File: config.mk
export PLATFORM = sky130hd
export DESIGN_NAME = fp_int_converter
export DESIGN_NICKNAME = d
export VERILOG_FILES = /design/src/rtl/fp_cvt_pkg.sv /design/src/rtl/fp_int_converter.sv
export SDC_FILE = /design/constraint.sdc
export NUM_CORES = 1
export LEC_CHECK = 0
export ABC_AREA = 0
export BUFFER_PORTS_ARGS = -buffer_cell sky130_fd_sc_hd__clkbuf_2
export CORE_UTILIZATION = 37
export DETAILED_ROUTE_END_ITERATION = 8
export PLACE_DENSITY_LB_ADDON = 0.12
export SYNTH_ARGS = -nofsm -noshare
export SYNTH_HDL_FRONTEND = slang
export SYNTH_SLANG_ARGS = --single-unit
File: constraint.sdc
create_clock -name clk -period 3.5 [get_ports clk]
set_input_delay 0 -clock clk [delete_from_list [all_inputs] [get_ports clk]]
set_output_delay 0 -clock clk [all_outputs]
set_load 0.02 [all_outputs]
File: src/rtl/fp_cvt_pkg.sv
// Shared types and constants for the IEEE-754 single <-> int32 converter.
// Exponent limits and the float special-value encodings live here.
package fp_cvt_pkg;

    typedef enum logic [1:0] {
        IDLE  = 2'd0,
        SHIFT = 2'd1,
        PACK  = 2'd2
    } state_t;

    typedef enum logic {
        CVT_W_TO_S = 1'b0,
        CVT_S_TO_W = 1'b1
    } op_t;

    localparam logic [7:0]  EXP_BIAS       = 8'd127;
    localparam logic [7:0]  EXP_INT_TOP    = 8'd158;
    localparam logic [7:0]  FP_EXP_SPECIAL = 8'hFF;
    localparam logic [31:0] FP_POS_INF     = 32'h7F80_0000;
    localparam logic [31:0] FP_INT_MIN_S   = 32'hCF00_0000;
    localparam logic [31:0] INT_MIN_W      = 32'h8000_0000;

    function automatic logic is_nan(input logic [31:0] f);
        return (f[30:23] == FP_EXP_SPECIAL) && (f[22:0] != 23'd0);
    endfunction

    function automatic logic is_inf(input logic [31:0] f);
        return (f[30:0] == FP_POS_INF[30:0]);
    endfunction

endpackage

File: src/rtl/fp_int_converter.sv
// Iterative IEEE-754 single <-> int32 converter (cvt.s.w / trunc.w.s), one shift per cycle.
// Truncates toward zero; start/done handshake with busy held across the operation.
module fp_int_converter
    import fp_cvt_pkg::*;
#(
    parameter logic [31:0] INVALID_RESULT = 32'h7FFF_FFFF
) (
    input  logic        clk,
    input  logic        rst_n,
    input  logic        start,
    input  logic        op,
    input  logic [31:0] operand,
    output logic        busy,
    output logic        done,
    output logic [31:0] result,
    output logic        invalid,
    output logic        inexact
);

    state_t      state_r, next_state_s;
    op_t         op_r;
    logic        sign_r;
    logic [31:0] mag_r;
    logic [7:0]  exp_r;
    logic [4:0]  cnt_r;
    logic        special_r;
    logic        inv_acc_r;
    logic        inx_acc_r;
    logic        busy_r;
    logic        done_r;
    logic [31:0] result_r;
    logic        invalid_r;
    logic        inexact_r;

    logic        ld_sign_s;
    logic [31:0] ld_mag_s;
    logic [7:0]  ld_exp_s;
    logic [4:0]  ld_cnt_s;
    logic        ld_special_s;
    logic        ld_inv_s;
    logic        ld_inx_s;
    logic [7:0]  op_exp_s;
    logic        shift_more_s;
    logic [31:0] pack_res_s;
    logic        pack_inv_s;
    logic        pack_inx_s;

    assign op_exp_s = operand[30:23];

    // Decode the incoming operand into datapath load values and special-case bypasses
    always_comb begin
        ld_sign_s    = operand[31];
        ld_mag_s     = 32'd0;
        ld_exp_s     = 8'd0;
        ld_cnt_s     = 5'd0;
        ld_special_s = 1'b0;
        ld_inv_s     = 1'b0;
        ld_inx_s     = 1'b0;
        if (op_t'(op) == CVT_W_TO_S) begin
            if (operand == 32'd0) begin
                ld_special_s = 1'b1;
            end else begin
                ld_mag_s = operand[31] ? (32'd0 - operand) : operand;
                ld_exp_s = EXP_INT_TOP;
            end
        end else begin
            if (operand == FP_INT_MIN_S) begin
                ld_special_s = 1'b1;
                ld_mag_s     = INT_MIN_W;
            end else if (is_nan(operand) || is_inf(operand) || (op_exp_s >= EXP_INT_TOP)) begin
                ld_special_s = 1'b1;
                ld_mag_s     = INVALID_RESULT;
                ld_inv_s     = 1'b1;
            end else if (op_exp_s < EXP_BIAS) begin
                ld_special_s = 1'b1;
                ld_inx_s     = (operand[30:0] != 31'd0);
            end else begin
                ld_mag_s = {1'b1, operand[22:0], 8'd0};
                ld_cnt_s = 5'(EXP_INT_TOP - op_exp_s);
            end
        end
    end

    // int->float keeps shifting until the leading one reaches bit 31, so the shifter finds the LZC
    always_comb begin
        if (special_r) begin
            shift_more_s = 1'b0;
        end else if (op_r == CVT_S_TO_W) begin
            shift_more_s = (cnt_r != 5'd0);
        end else begin
            shift_more_s = ~mag_r[31];
        end
    end

    // Final result and flags formed from the shifted datapath
    always_comb begin
        pack_res_s = 32'd0;
        pack_inv_s = 1'b0;
        pack_inx_s = 1'b0;
        if (special_r) begin
            pack_res_s = mag_r;
            pack_inv_s = inv_acc_r;
            pack_inx_s = inx_acc_r;
        end else if (op_r == CVT_W_TO_S) begin
            pack_res_s = {sign_r, exp_r, mag_r[30:8]};
            pack_inx_s = |mag_r[7:0];
        end else begin
            pack_res_s = sign_r ? (32'd0 - mag_r) : mag_r;
            pack_inx_s = inx_acc_r;
        end
    end

    // Next-state logic
    always_comb begin
        next_state_s = state_r;
        case (state_r)
            IDLE:    if (start) next_state_s = SHIFT; else next_state_s = IDLE;
            SHIFT:   if (!shift_more_s) next_state_s = PACK; else next_state_s = SHIFT;
            PACK:    next_state_s = IDLE;
            default: next_state_s = IDLE;
        endcase
    end

    // State register
    always_ff @(posedge clk) begin
        if (!rst_n) begin
            state_r <= IDLE;
        end else begin
            state_r <= next_state_s;
        end
    end

    // Datapath, shifter and registered outputs
    always_ff @(posedge clk) begin
        if (!rst_n) begin
            op_r      <= CVT_W_TO_S;
            sign_r    <= 1'b0;
            mag_r     <= 32'd0;
            exp_r     <= 8'd0;
            cnt_r     <= 5'd0;
            special_r <= 1'b0;
            inv_acc_r <= 1'b0;
            inx_acc_r <= 1'b0;
            busy_r    <= 1'b0;
            done_r    <= 1'b0;
            result_r  <= 32'd0;
            invalid_r <= 1'b0;
            inexact_r <= 1'b0;
        end else begin
            done_r <= 1'b0;
            case (state_r)
                IDLE: begin
                    if (start) begin
                        op_r      <= op_t'(op);
                        sign_r    <= ld_sign_s;
                        mag_r     <= ld_mag_s;
                        exp_r     <= ld_exp_s;
                        cnt_r     <= ld_cnt_s;
                        special_r <= ld_special_s;
                        inv_acc_r <= ld_inv_s;
                        inx_acc_r <= ld_inx_s;
                        busy_r    <= 1'b1;
                        result_r  <= 32'd0;
                        invalid_r <= 1'b0;
                        inexact_r <= 1'b0;
                    end
                end
                SHIFT: begin
                    if (shift_more_s) begin
                        if (op_r == CVT_S_TO_W) begin
                            inx_acc_r <= inx_acc_r | mag_r[0];
                            mag_r     <= {1'b0, mag_r[31:1]};
                            cnt_r     <= cnt_r - 5'd1;
                        end else begin
                            mag_r <= {mag_r[30:0], 1'b0};
                            exp_r <= exp_r - 8'd1;
                        end
                    end
                end
                PACK: begin
                    result_r  <= pack_res_s;
                    invalid_r <= pack_inv_s;
                    inexact_r <= pack_inx_s;
                    done_r    <= 1'b1;
                    busy_r    <= 1'b0;
                end
                default: begin
                    busy_r <= 1'b0;
                end
            endcase
        end
    end

    assign busy    = busy_r;
    assign done    = done_r;
    assign result  = result_r;
    assign invalid = invalid_r;
    assign inexact = inexact_r;

endmodule

* Word level (Yosys, flattened, before mapping)
Cells that the tools add are included.
Word-level totals: bits in read-only memories 0, memories 0, bits in writable memories 0, bits in latches 0, register bits after elaboration 88
Cells by class: div/mod/pow operators 0, muxes and demuxes 59, multiply operators 0, shifts and indexed selects 0, add/subtract/negate cells 5, $lt $le $gt $ge 2, bitwise operators 3, reduce and logical (&&, ||, !) cells 17, equality and inequality tests 9
Operator list (count):
- $mux W32 | 13
- $pmux W32 S2 | 2
- $sub A1 B32 Y32 const A | 2
- $mux W8 | 5
- $mux W5 | 7
- $eq A32 B32 Y1 const B | 1
- $logic_not A32 Y1 | 1
- $eq A31 B31 Y1 const B | 1
- $reduce_bool A31 Y1 | 1
- $mux W1 | 24
- $reduce_bool A23 Y1 | 1
- $pmux W8 S2 | 1
- $pmux W5 S2 | 1
- $eq A8 B8 Y1 const B | 1
- $ge A8 B8 Y1 const B | 1
- $lt A8 B7 Y1 const B | 1
- $ne A2 B2 Y1 const B | 4
- $pmux W1 S2 | 4
- $reduce_and A4 Y1 | 2
- $reduce_or A8 Y1 | 1
- $sub A8 B1 Y8 const B | 1
- $reduce_and A2 Y1 | 3
- $reduce_bool A5 Y1 | 1
- $sub A5 B1 Y5 const B | 1
- other kinds (12) | 15

* Logic depth before layout (Yosys ltp)
word-level depth 9, mapped depth 9

* Worst setup path before layout
OpenSTA, ideal clock, no wires.
path kind reg2reg, from register mag_r[19], to register result_r[28] (netlist: result[28]), cell stages (with the launch flop) 8, path buffers 1, setup slack 1.068 ns, data arrival time 2.297 ns, data required time 3.366 ns, library setup time 0.134 ns, cell sequence dfxtp_1 -> buf_6 -> or4_4 -> or3_1 -> or4_4 -> o311a_1 -> o21ai_1 -> a41oi_1
On the way: cells in the longest elaborated chain, start to end 5
Ends and longest elaborated chain:
- from (decl) | line fp_int_converter.sv:23 | logic [31:0] mag_r;
- from (signal assigned) | line fp_int_converter.sv:156 | mag_r <= ld_mag_s;
- from (signal assigned) | line fp_int_converter.sv:172 | mag_r <= {1'b0, mag_r[31:1]};
- from (signal assigned) | line fp_int_converter.sv:175 | mag_r <= {mag_r[30:0], 1'b0};
- $sub A1 B32 Y32 | line fp_int_converter.sv:108 | pack_res_s = sign_r ? (32'd0 - mag_r) : mag_r;
- $mux W32 | line fp_int_converter.sv:108
- $mux W32 | line fp_int_converter.sv:104 | end else if (op_r == CVT_W_TO_S) begin
- $mux W32 | line fp_int_converter.sv:100 | if (special_r) begin
- $pmux W32 S2 | line fp_int_converter.sv:151 | case (state_r)
- to (signal assigned) | line fp_int_converter.sv:181 | result_r <= pack_res_s;
- to (decl) | line fp_int_converter.sv:31 | logic [31:0] result_r;
No other way between the ends. A chain may end at the register's enable or synchronous reset.

* Worst setup path in the final report
from input operand[7], to register mag_r[25]
On the way: cells in the longest elaborated chain, start to end 9
Ends and longest elaborated chain:
- from (decl) | line fp_int_converter.sv:12 | input logic [31:0] operand,
- branches (longest 6 deep; another with $sub A1 B32 Y32)
- $mux W32 (*) | line fp_int_converter.sv:59 | if (op_t'(op) == CVT_W_TO_S) begin
- $mux W32 (*) | line fp_int_converter.sv:153 | if (start) begin
- $pmux W32 S2 (*) | line fp_int_converter.sv:151
Every way passes the cells marked *. The select of a mux whose other input is x is not followed.

==> results.cfg <==
[route]
via_per_inst = 5.98
ant_nets = 0
num_vias = 6799
drt-pass1-iter-count = 7
wire_per_inst_um = 20.2
drt_iter0_drc = 760
drc = 0
routed_wirelength_um = 23000

[finish]
final_cells = 1137
final_net_count = 952
syn2layout_area_growth_pct = 12.9
multi_input_comb_area_sq_um = 4310
regArea_sq_um = 1760
n_fill_cell = 1893
final_layout_size_suffix_gt1_frac = 0.140
diodes = 0

[die]
die_w_um = 134
io_pins = 72
core_sq_um = 17200
num_rows = 48
initial_core_util = 0.377
die-area_sq_um = 18100
die_h_um = 134

[critical_path]
crit_chain = dlygate4sd3_1, clkbuf_2, nor4_1, nand4b_1, or4_1, and2_1, a221oi_1, a21oi_1
crit-reg2reg-launch = mag_r[19]$_SDFFE_PN0P_
worst-setup-path-type = input port to register
required_ns = 3.75
cp_slowest_cell = nor4_1
crit_arrival_ns = 3.14
reg2reg_slack_ns = 0.90
path_max_fanout = 12
setup.worst_path.end_class = register
rr_worst_depth = 6
r2r-end = result[28]$_SDFFE_PN0P_
slowest_delay_ns = 0.66
worst_setup_path_start_kind = input port

[hold_path]
min-delay-start = operand[17]
hold_path.class = input port to register
min_to = mag_r[17]$_SDFFE_PN0P_
worstHoldPathCells = 4

[clock_network]
clock_path_buffers = 2
insertion_delay_ns = 0.36
hold_buffers = 6
cts_setup_buffers = 0
cts_tree = done
clkSlewWorstSetupHoldPaths_ns = 0.07
clock_sinks = 88
cts_resized = 0
cts_buffers = 9
cts_max_level = 3
root_buffer = clkbuf_16

[logic_synthesis]
synthMuxAreaShare = 0.0421
synth-main-ff-cell = dfxtp_1
ys_ff_latch = 88
synth_area_sq_um = 6480
yosys.area_share.simple = 0.210
yosysWarningCount = 0
synth_top_area_cell = dfxtp_1
synth_xor_area_frac = 0.0675
synthTopCellsByArea = dfxtp_1 27%, o21ai_0 6.4%, a21oi_1 6.3%
synth_edf_count = 0
syn_inst = 877
synthArstFlopShare = 0
synth_top_area_frac = 0.272
synth_fa_ha_area_frac = 0.0174
synth_top_family_by_area = compound AO/OA/AOI/OAI gates
post-synth-top-count-cell = dfxtp_1
yosysUniqueCellTypes = 66
avgSynthCellArea_sq_um = 7.39
yosysSeqAreaShare = 0.272
synth_fp_nets = 922
synth_common_cells = 88 x dfxtp_1, 85 x nand2_1, 83 x o21ai_0
synth-compound-area-share = 0.326

[flow_run]
cap_violations = 0

[power_and_ir_drop]
peakVddDrop_v = 0.000212
powerDensity_nw_per_um2 = 438
p_switching_mw = 1.24
clockPowerShare = 0.291
leakage_nw = 2.63
power_switching_share = 0.388
power_frac_comb = 0.310
power_frac_seq = 0.399
p_int_mw = 1.96

[outcome]
status = finished clean

[grt]
grt_max_degree = 70
first_global_vias = 6252
track_usage = 0.263
antenna_found_initial = 0
grt_pass1_wl_um = 36700
grt_overflow = 0

[sta]
worstMarginPinSlew_ns = 0.974
fin_skew_ns = 0.0101
layout_min_cycle_time_ns = 2.89
rsz0062_at_grt = no
worst_slew_margin_rel = 0.348
finalHoldViolations = 0
period_share = 0.825
slew_viol_final = 0
fmax_ghz = 0.346
fin_tns_setup_ns = 0
setup-violations-final = 0

[placed_design]
routabilityCongestion = 0.877
hpwl_um = 16600
dp.cells = 1115
portBuffers = 71
==> state kept, by name (all words and copies together) (netlist names), 2 cells and up <==
register  flops
exp_r         8
state_r       2
mag_r        32
result       32
cnt_r         5
==> critical path, delay by kind of cell <==
| family | cells | cell delay, ns |
|---|---|---|
| buf+inv | 2 | 0.66 |
| compound gates | 2 | 0.49 |
| simple gates | 4 | 1.97 |
==> power groups by stage <==
stage | logic [mW] | registers [mW] | clock network (mW)
3_5_place_dp | 0.974 | 1.30 | 0
4_1_cts | 0.983 | 1.27 | 0.947
5_1_grt | 1.10 | 1.30 | 0.990
6_report | 0.993 | 1.28 | 0.932
3_3_place_gp | 0.977 | 1.30 | 0
2_1_floorplan | 0.754 | 1.18 | 0
==> metal layers <==
metal  track usage  wire length (um)  up-vias
li1              -                 -     3319
met3        0.0329              1370       31
met2         0.398             10300      258
met4        0.0880               409        0
met1         0.381             11000     3191
met5             0                 0        -
==> cell type report <==
cell class              count  share of cell area
clock inverters             5             0.00427
flip-flops and latches     88               0.241
inverters                  22              0.0113
multi-input cells         683               0.588
clock buffers              11              0.0332
repair buffers            103              0.0834
well taps                 225              0.0385
==> worst max path at each step <==
stage	slack, ns	start	cells past startpoint	end
3_5_place_dp	0.86	operand[6]	7	mag_r[25]$_SDFFE_PN0P_
5_1_grt	0.50	operand[7]	9	mag_r[8]$_SDFFE_PN0P_
2_1_floorplan	1.07	mag_r[19]$_SDFFE_PN0P_	7	result[28]$_SDFFE_PN0P_
6_report	0.61	operand[7]	8	mag_r[25]$_SDFFE_PN0P_
4_1_cts	0.68	operand[7]	8	mag_r[25]$_SDFFE_PN0P_
3_3_place_gp	0.87	operand[10]	8	mag_r[8]$_SDFFE_PN0P_
==> per-stage QoR <==
step / hold slack (ns) / power, mW / utilization / cell area (sq um) / setup WS (ns)
global route: 0.0443 / 3.39 / 0.426 / 7320 / 0.504
detailed placement: 0.336 / 2.27 / 0.407 / 6980 / 0.860
floorplan: 0.145 / 1.94 / - / 6480 / 1.07
global placement: 0.340 / 2.27 / 0.407 / 6980 / 0.871
finish: 0.0175 / 3.20 / 0.426 / 7320 / 0.613
CTS: 0.00487 / 3.20 / 0.426 / 7320 / 0.682
==> cell usage in the layout, fill, tap and decap left out, drive strengths merged, types with 8 or more instances in the layout <==
master,Yosys,layout
a21boi,19,19
a21oi,82,82
a222oi,8,8
a22o,11,11
a22oi,9,9
a31oi,17,17
and2,13,13
buf,13,26
clkbuf,71,82
dfxtp,88,88
ha,9,9
inv,21,22
mux2i,25,25
nand2,85,85
nand2b,10,10
nand3,21,21
nor2,55,55
nor2b,9,9
nor3,19,19
nor4,15,15
o21ai,84,84
o221ai,9,9
o31ai,14,14
o41ai,17,17
or3,9,9
xnor2,27,27
xor2,23,23
==> cell families (layout without fill, tap and decap cells) <==
family | count (synthesis) | in the layout
xor+xnor | 50 | 50
simple gates | 273 | 273
mux | 27 | 27
compound gates | 324 | 324
fa+ha+maj | 9 | 9
flops | 88 | 88
buf+inv | 106 | 141
Power figures use the tool's default switching activity.
